<file path="config.mk">
export PLATFORM = sky130hd
export DESIGN_NAME = serializador_secuencia
export DESIGN_NICKNAME = d
export VERILOG_FILES = /design/src/rtl/serializador_secuencia.sv
export SDC_FILE = /design/constraint.sdc
export NUM_CORES = 1
export LEC_CHECK = 0
export CORE_ASPECT_RATIO = 0.7
export CORE_MARGIN = 8
export CORE_UTILIZATION = 40
export CTS_CLUSTER_DIAMETER = 50
export DETAILED_ROUTE_END_ITERATION = 8
export PLACE_DENSITY = 0.66
export SLEW_MARGIN = 20
export SYNTH_ARGS = -nofsm -noshare
export SYNTH_HDL_FRONTEND = slang
export SYNTH_SLANG_ARGS = --single-unit
</file>
<file path="constraint.sdc">
create_clock -name clk -period 1.6 [get_ports clk]
set_clock_uncertainty 0.1 [all_clocks]
set_input_delay 0.16 -clock clk [delete_from_list [all_inputs] [get_ports clk]]
set_output_delay 0.16 -clock clk [all_outputs]
set_load 0.03 [all_outputs]
</file>
<file path="src/rtl/serializador_secuencia.sv">
// Parallel-to-serial feeder for the 1101 detector: accepts a word on a
// valid/ready handshake and shifts it out MSB-first, each bit held BIT_CYCLES clocks.
module serializador_secuencia #(
   parameter int WIDTH      = 8,
   parameter int BIT_CYCLES = 2
) (
   input  logic             clk,
   input  logic             reset,
   input  logic [WIDTH-1:0] dato_par,
   input  logic             cargar,
   output logic             listo,
   output logic             dato,
   output logic             activo,
   output logic             fin
);

   localparam int BW = $clog2(WIDTH);
   localparam int CW = (BIT_CYCLES > 1) ? $clog2(BIT_CYCLES) : 1;
   localparam logic [BW-1:0] BIT_LAST = BW'(WIDTH - 1);
   localparam logic [CW-1:0] CYC_LAST = CW'(BIT_CYCLES - 1);
   localparam logic [BW-1:0] BIT_ONE  = BW'(1);
   localparam logic [CW-1:0] CYC_ONE  = CW'(1);

   typedef enum logic {IDLE, SHIFT} state_t;

   state_t           state, state_n;
   logic [WIDTH-1:0] shreg, shreg_n;
   logic [BW-1:0]    bit_cnt, bit_n;
   logic [CW-1:0]    cyc_cnt, cyc_n;
   logic             last;

   // The final clock of a word is the only SHIFT cycle that can take a new load.
   always_comb begin
      last  = (state == SHIFT) && (bit_cnt == '0) && (cyc_cnt == '0);
      listo = (state == IDLE) || last;
   end

   always_comb begin
      state_n = state;
      shreg_n = shreg;
      bit_n   = bit_cnt;
      cyc_n   = cyc_cnt;
      case (state)
         IDLE: begin
            if (cargar) begin
               state_n = SHIFT;
               shreg_n = dato_par;
               bit_n   = BIT_LAST;
               cyc_n   = CYC_LAST;
            end
         end
         SHIFT: begin
            if (last) begin
               if (cargar) begin
                  shreg_n = dato_par;
                  bit_n   = BIT_LAST;
                  cyc_n   = CYC_LAST;
               end else begin
                  state_n = IDLE;
               end
            end else if (cyc_cnt == '0) begin
               shreg_n = {shreg[WIDTH-2:0], 1'b0};
               bit_n   = bit_cnt - BIT_ONE;
               cyc_n   = CYC_LAST;
            end else begin
               cyc_n   = cyc_cnt - CYC_ONE;
            end
         end
         default: state_n = IDLE;
      endcase
   end

   // Outputs are registered from the next-state values so they line up with the counters.
   always_ff @(posedge clk or negedge reset) begin
      if (!reset) begin
         state   <= IDLE;
         shreg   <= '0;
         bit_cnt <= '0;
         cyc_cnt <= '0;
         dato    <= 1'b0;
         activo  <= 1'b0;
         fin     <= 1'b0;
      end else begin
         state   <= state_n;
         shreg   <= shreg_n;
         bit_cnt <= bit_n;
         cyc_cnt <= cyc_n;
         dato    <= (state_n == SHIFT) ? shreg_n[WIDTH-1] : 1'b0;
         activo  <= (state_n == SHIFT);
         fin     <= (state_n == SHIFT) && (bit_n == '0) && (cyc_n == '0);
      end
   end

endmodule

</file>
# Word level (Yosys, flattened, before mapping)
# Index checks and enable logic that the tools add are counted.
# word_totals
register_bits	15
input_bits	11
out_inout_bits	4
wordCells	36
# classes
addsub	2
n_eq_ne	1
n_mux	16
bitwise_logic	3
n_reduce_logical	7
# op_table
operator	n
two-way mux 8 bit	3
one-hot mux 8 bit (2 select lines)	1
two-way mux 3 bit	3
zero test 3 bit	2
two-way mux 1 bit	6
one-hot mux 3 bit (2 select lines)	1
logical AND 1 bit	4
one-hot mux 1 bit (2 select lines)	2
inequality test 3 x 2 -> 1 bit (second input constant)	1
inverter 1 bit	3
subtractor 3 x 1 -> 3 bit (second input constant)	1
logical OR 1 bit	1
subtractor 1 bit (second input constant)	1

# Logic depth before layout (Yosys ltp)
# Gate-level depths: netlist of run 1.
# logic_depth
word_depth	8
ltp_mapped	5

# Worst setup path after synthesis of run 1
# Ideal clock, no wire load.
# synth_timing
kind	register -> output
start	register bit_cnt[0]
end	output listo
arrival_ns	1.324
path_slack_ns	0.016
stages_incl_launch_ff	5
path_buffers	0
path_cell_list	dfrtp_1 -> inv_1 -> ha_1 -> or3b_4 -> nand2_1
# synth_via
elab_chain_cells	4
# synth_rtl
item	line_no	source
start, declared	28	logic [BW-1:0] bit_cnt, bit_n;
start signal, assigned	86	bit_cnt <= bit_n;
zero test 3 bit	34	last = (state == SHIFT) && (bit_cnt == '0) && (cyc_cnt == '0);
logical AND 1 bit (2 in series)	34	
logical OR 1 bit	35	listo = (state == IDLE) || last;
end, declared	11	output logic listo,
# Every way passes these cells.

# Final worst setup path of run 1
# layout_timing
start	register bit_cnt[1]
end	output listo
# Same word-level chain as after synthesis.

==> results.yml, run 1 <==
routing:
  top_layer: "met4"
  wirelength_um: 2080
  dr_wl_met2_um: 938
  first_pass_iters: 4
  drtIter0Drc: 30
  drc: 0
  ant_nets: 0
  wl_per_cell_um: 15.8
  vias_per_cell: 5.57
  num_vias: 735
  route.met3.wl_um: 98
  wl_met1_um: 1030
setup_path:
  path_max_fanout: 2
  r2r-start: "bit_cnt[1]"
  reg2reg_slack_ns: -0.13
  crit_path_start_kind: "flip-flop"
  cp.depth: 5
  crit_path_end_kind: "output pin"
  critPathTopFamily: "simple AND/OR/NAND/NOR gates"
  arrival_ns: 1.51
  reg2reg_depth: 7
  required_ns: 1.34
  cp.buffers_inverters: 2
  slowest_stage: "dfrtp_1"
  startpoint: "bit_cnt[1]"
  worstPathCellList: "inv_2 > ha_4 > or3b_4 > nand2_2 > buf_6"
  crit_type: "flip-flop to output pin"
  r2r_end: "shreg[3]"
  cpPeakStageDelay_ns: 0.41
clock_network:
  cts_root_buf: "clkbuf_4"
  hold_buffers: 0
  insertion_delay_ns: 0.29
  cts_tree: "yes"
  clk_path_buf_depth: 2
  path_clk_slew_ns: 0.09
  cts_buffers: 3
  cts.sinks: 15
  htree_levels: 1
global_route:
  grt_max_degree: 16
  antenna_found_initial: 0
  grt_pass1_vias: 699
  grt_pass1_wl_um: 3450
  gr-total-overflow: 0
  grtUsageTotal_pct: 11.6
final_layout:
  final_net_count: 124
  final_common_cell: "buf_4"
  drive_gt1_share_pct: 41.8
  diodes: 0
  layout_common_cells: "buf_4 (17), dfrtp_1 (15), clkdlybuf4s50_1 (11), a31oi_1 (5), or3_1 (5)"
  area_growth_pct: 43.2
timing:
  min_period_over_period_pct: 111
  slew_headroom_pct: 78.0
  period_needed_ns: 1.77
  setup_viol: 11
  tightest_slew_ns: 0.330
  layout_setup_ws_ns: -0.169
  fmax_ghz: 0.565
  rsz0062_at_grt: "true"
  maxSlewViolCount: 0
  finalHoldViolations: 0
  finalSetupTns_ns: -0.908
placement:
  place_ws_ns: -0.166
  io_buffers: 14
  hpwl_um: 1500
  place_congestion: 0.841
logic_synthesis:
  ys_types: 38
  syn_inst: 78
  ys_ff_latch: 15
  synth_edf_count: 0
  async_flop_share_pct: 100
  post-synth-top-area-cell: "dfrtp_1"
  yosys_most_used_dff: "dfrtp_1"
  netlist_area_um2: 828
  synth_fp_nets: 91
  yosysWarnings: 0
  synth_area_per_cell_um2: 10.6
  ys_seq_area_share_pct: 45.3
  synth_area_leaders: "dfrtp_1 (45%), o221a_2 (5.4%), a31oi_1 (3.8%), or3_1 (3.8%), ha_1 (3.0%)"
  synth.top_cell.area_share_pct: 45.3
power:
  irDropWorstVdd_v: 0.00115
  power.leakage_nw: 0.518
  p_per_area_mw_per_mm2: 1870
floorplanning:
  die_x_um: 70.4
  die_h_um: 54.1
  fp.coreArea_mm2: 0.00190
  dieArea_mm2: 0.00381
  io_pins: 15
  initial_core_util_pct: 43.5
  rows: 13
flow_run:
  max_cap_violations: 0
run_status:
  outcome: "finished, violations left"
  violations: "negative setup slack"
min_path:
  hold_class: "primary input to asynchronous set/reset pin"
cells in the mapped netlist (all sizes together) (2+ instances only):
| cell type | number |
|---|---|
| nand3 | 3 |
| or3 | 5 |
| nand2 | 4 |
| o221a | 4 |
| nor3b | 2 |
| ha | 2 |
| or3b | 2 |
| nand2b | 2 |
| nor3 | 3 |
| a21oi | 2 |
| and2b | 2 |
| a31oi | 5 |
| dfrtp | 15 |
| o21ai | 5 |
| buf | 2 |
| inv | 6 |
worst register-to-register path: stages, from the launching register on:
cell and delay, ns:
dfrtp_1 0.41, inv_2 0.09, ha_4 0.14, buf_4 0.14
nor3b_4 0.26, nor3_4 0.07, buf_4 0.16, o221a_2 0.25
metal layers:
metal  vias to the layer above  track usage, %
met2                        14            18.4
li1                        357               -
met1                       362            14.5
met5                         -               0
met4                         0            3.99
met3                         2            4.40
how the worst max path moves through the flow:
stage / slack [ns] / endpoint
floorplan: 0.02 / listo
global placement: -0.14 / shreg[3]
detailed placement: -0.17 / shreg[3]
CTS: -0.15 / listo
global route: -0.24 / listo
finish: -0.17 / listo
report_power, final:
part,internal (mW),switching (mW),leakage (nW)
Combinational,0.717,0.603,0.332
Clock,0.0969,0.121,0.0150
Sequential,0.548,0.138,0.171
Total,1.36,0.862,0.518
stage by stage:
stage	std cells	total power, mW	hold WS, ns	cell area [um^2]	utilization [%]
after floorplan	78	1.39	-0.236	828	-
after global placement	122	1.73	0.396	1050	55.0
after CTS	131	2.16	0.0669	1160	61.0
final	132	2.22	0.0703	1190	62.3
after detailed placement	122	1.75	0.391	1050	55.0
after global routing	132	2.39	0.0839	1190	62.3
final cells by class:
class / count / area (um^2)
inverters: 6 / 22.5
multi-input cells: 55 / 473
clock buffers: 4 / 26.3
repair buffers: 30 / 262
fillers: 156 / 717
well taps: 22 / 27.5
flip-flops and latches: 15 / 375
cells by family (layout without fill, tap and decap cells):
family | Yosys count | in the layout | share of synthesized area [%]
flip-flops | 15 | 15 | 45.3
adder cells (fa/ha/maj) | 2 | 2 | 3.02
AO/OA/AOI/OAI | 26 | 26 | 24.5
AND/OR/NAND/NOR | 27 | 27 | 22.2
buffers and inverters | 8 | 40 | 4.98
flip-flops by register name (all words and copies together), names as in the netlist:
register	cells
bit_cnt	3
cyc_cnt	1
dato	1
fin	1
shreg	8
state	1
what timing repair did:
action,4_1_cts,5_1_grt
setup endpoints to repair,14,16
hold endpoints to repair,0,0
resized for setup,15,6
pin swaps,4,3
cloned,0,0
buffers inserted,5,1
(Power assumes the default switching activity.)
==> run 2, diff against run 1 <==
--- a/config.mk
+++ b/config.mk
@@ -10,6 +10,7 @@
 export CORE_UTILIZATION = 40
 export CTS_CLUSTER_DIAMETER = 50
 export DETAILED_ROUTE_END_ITERATION = 8
+export GPL_ROUTABILITY_DRIVEN = 0
 export PLACE_DENSITY = 0.66
 export SLEW_MARGIN = 20
 export SYNTH_ARGS = -nofsm -noshare
==> results of run 2 <==
Final layout, timing and power as in run 1 (identical DEF).
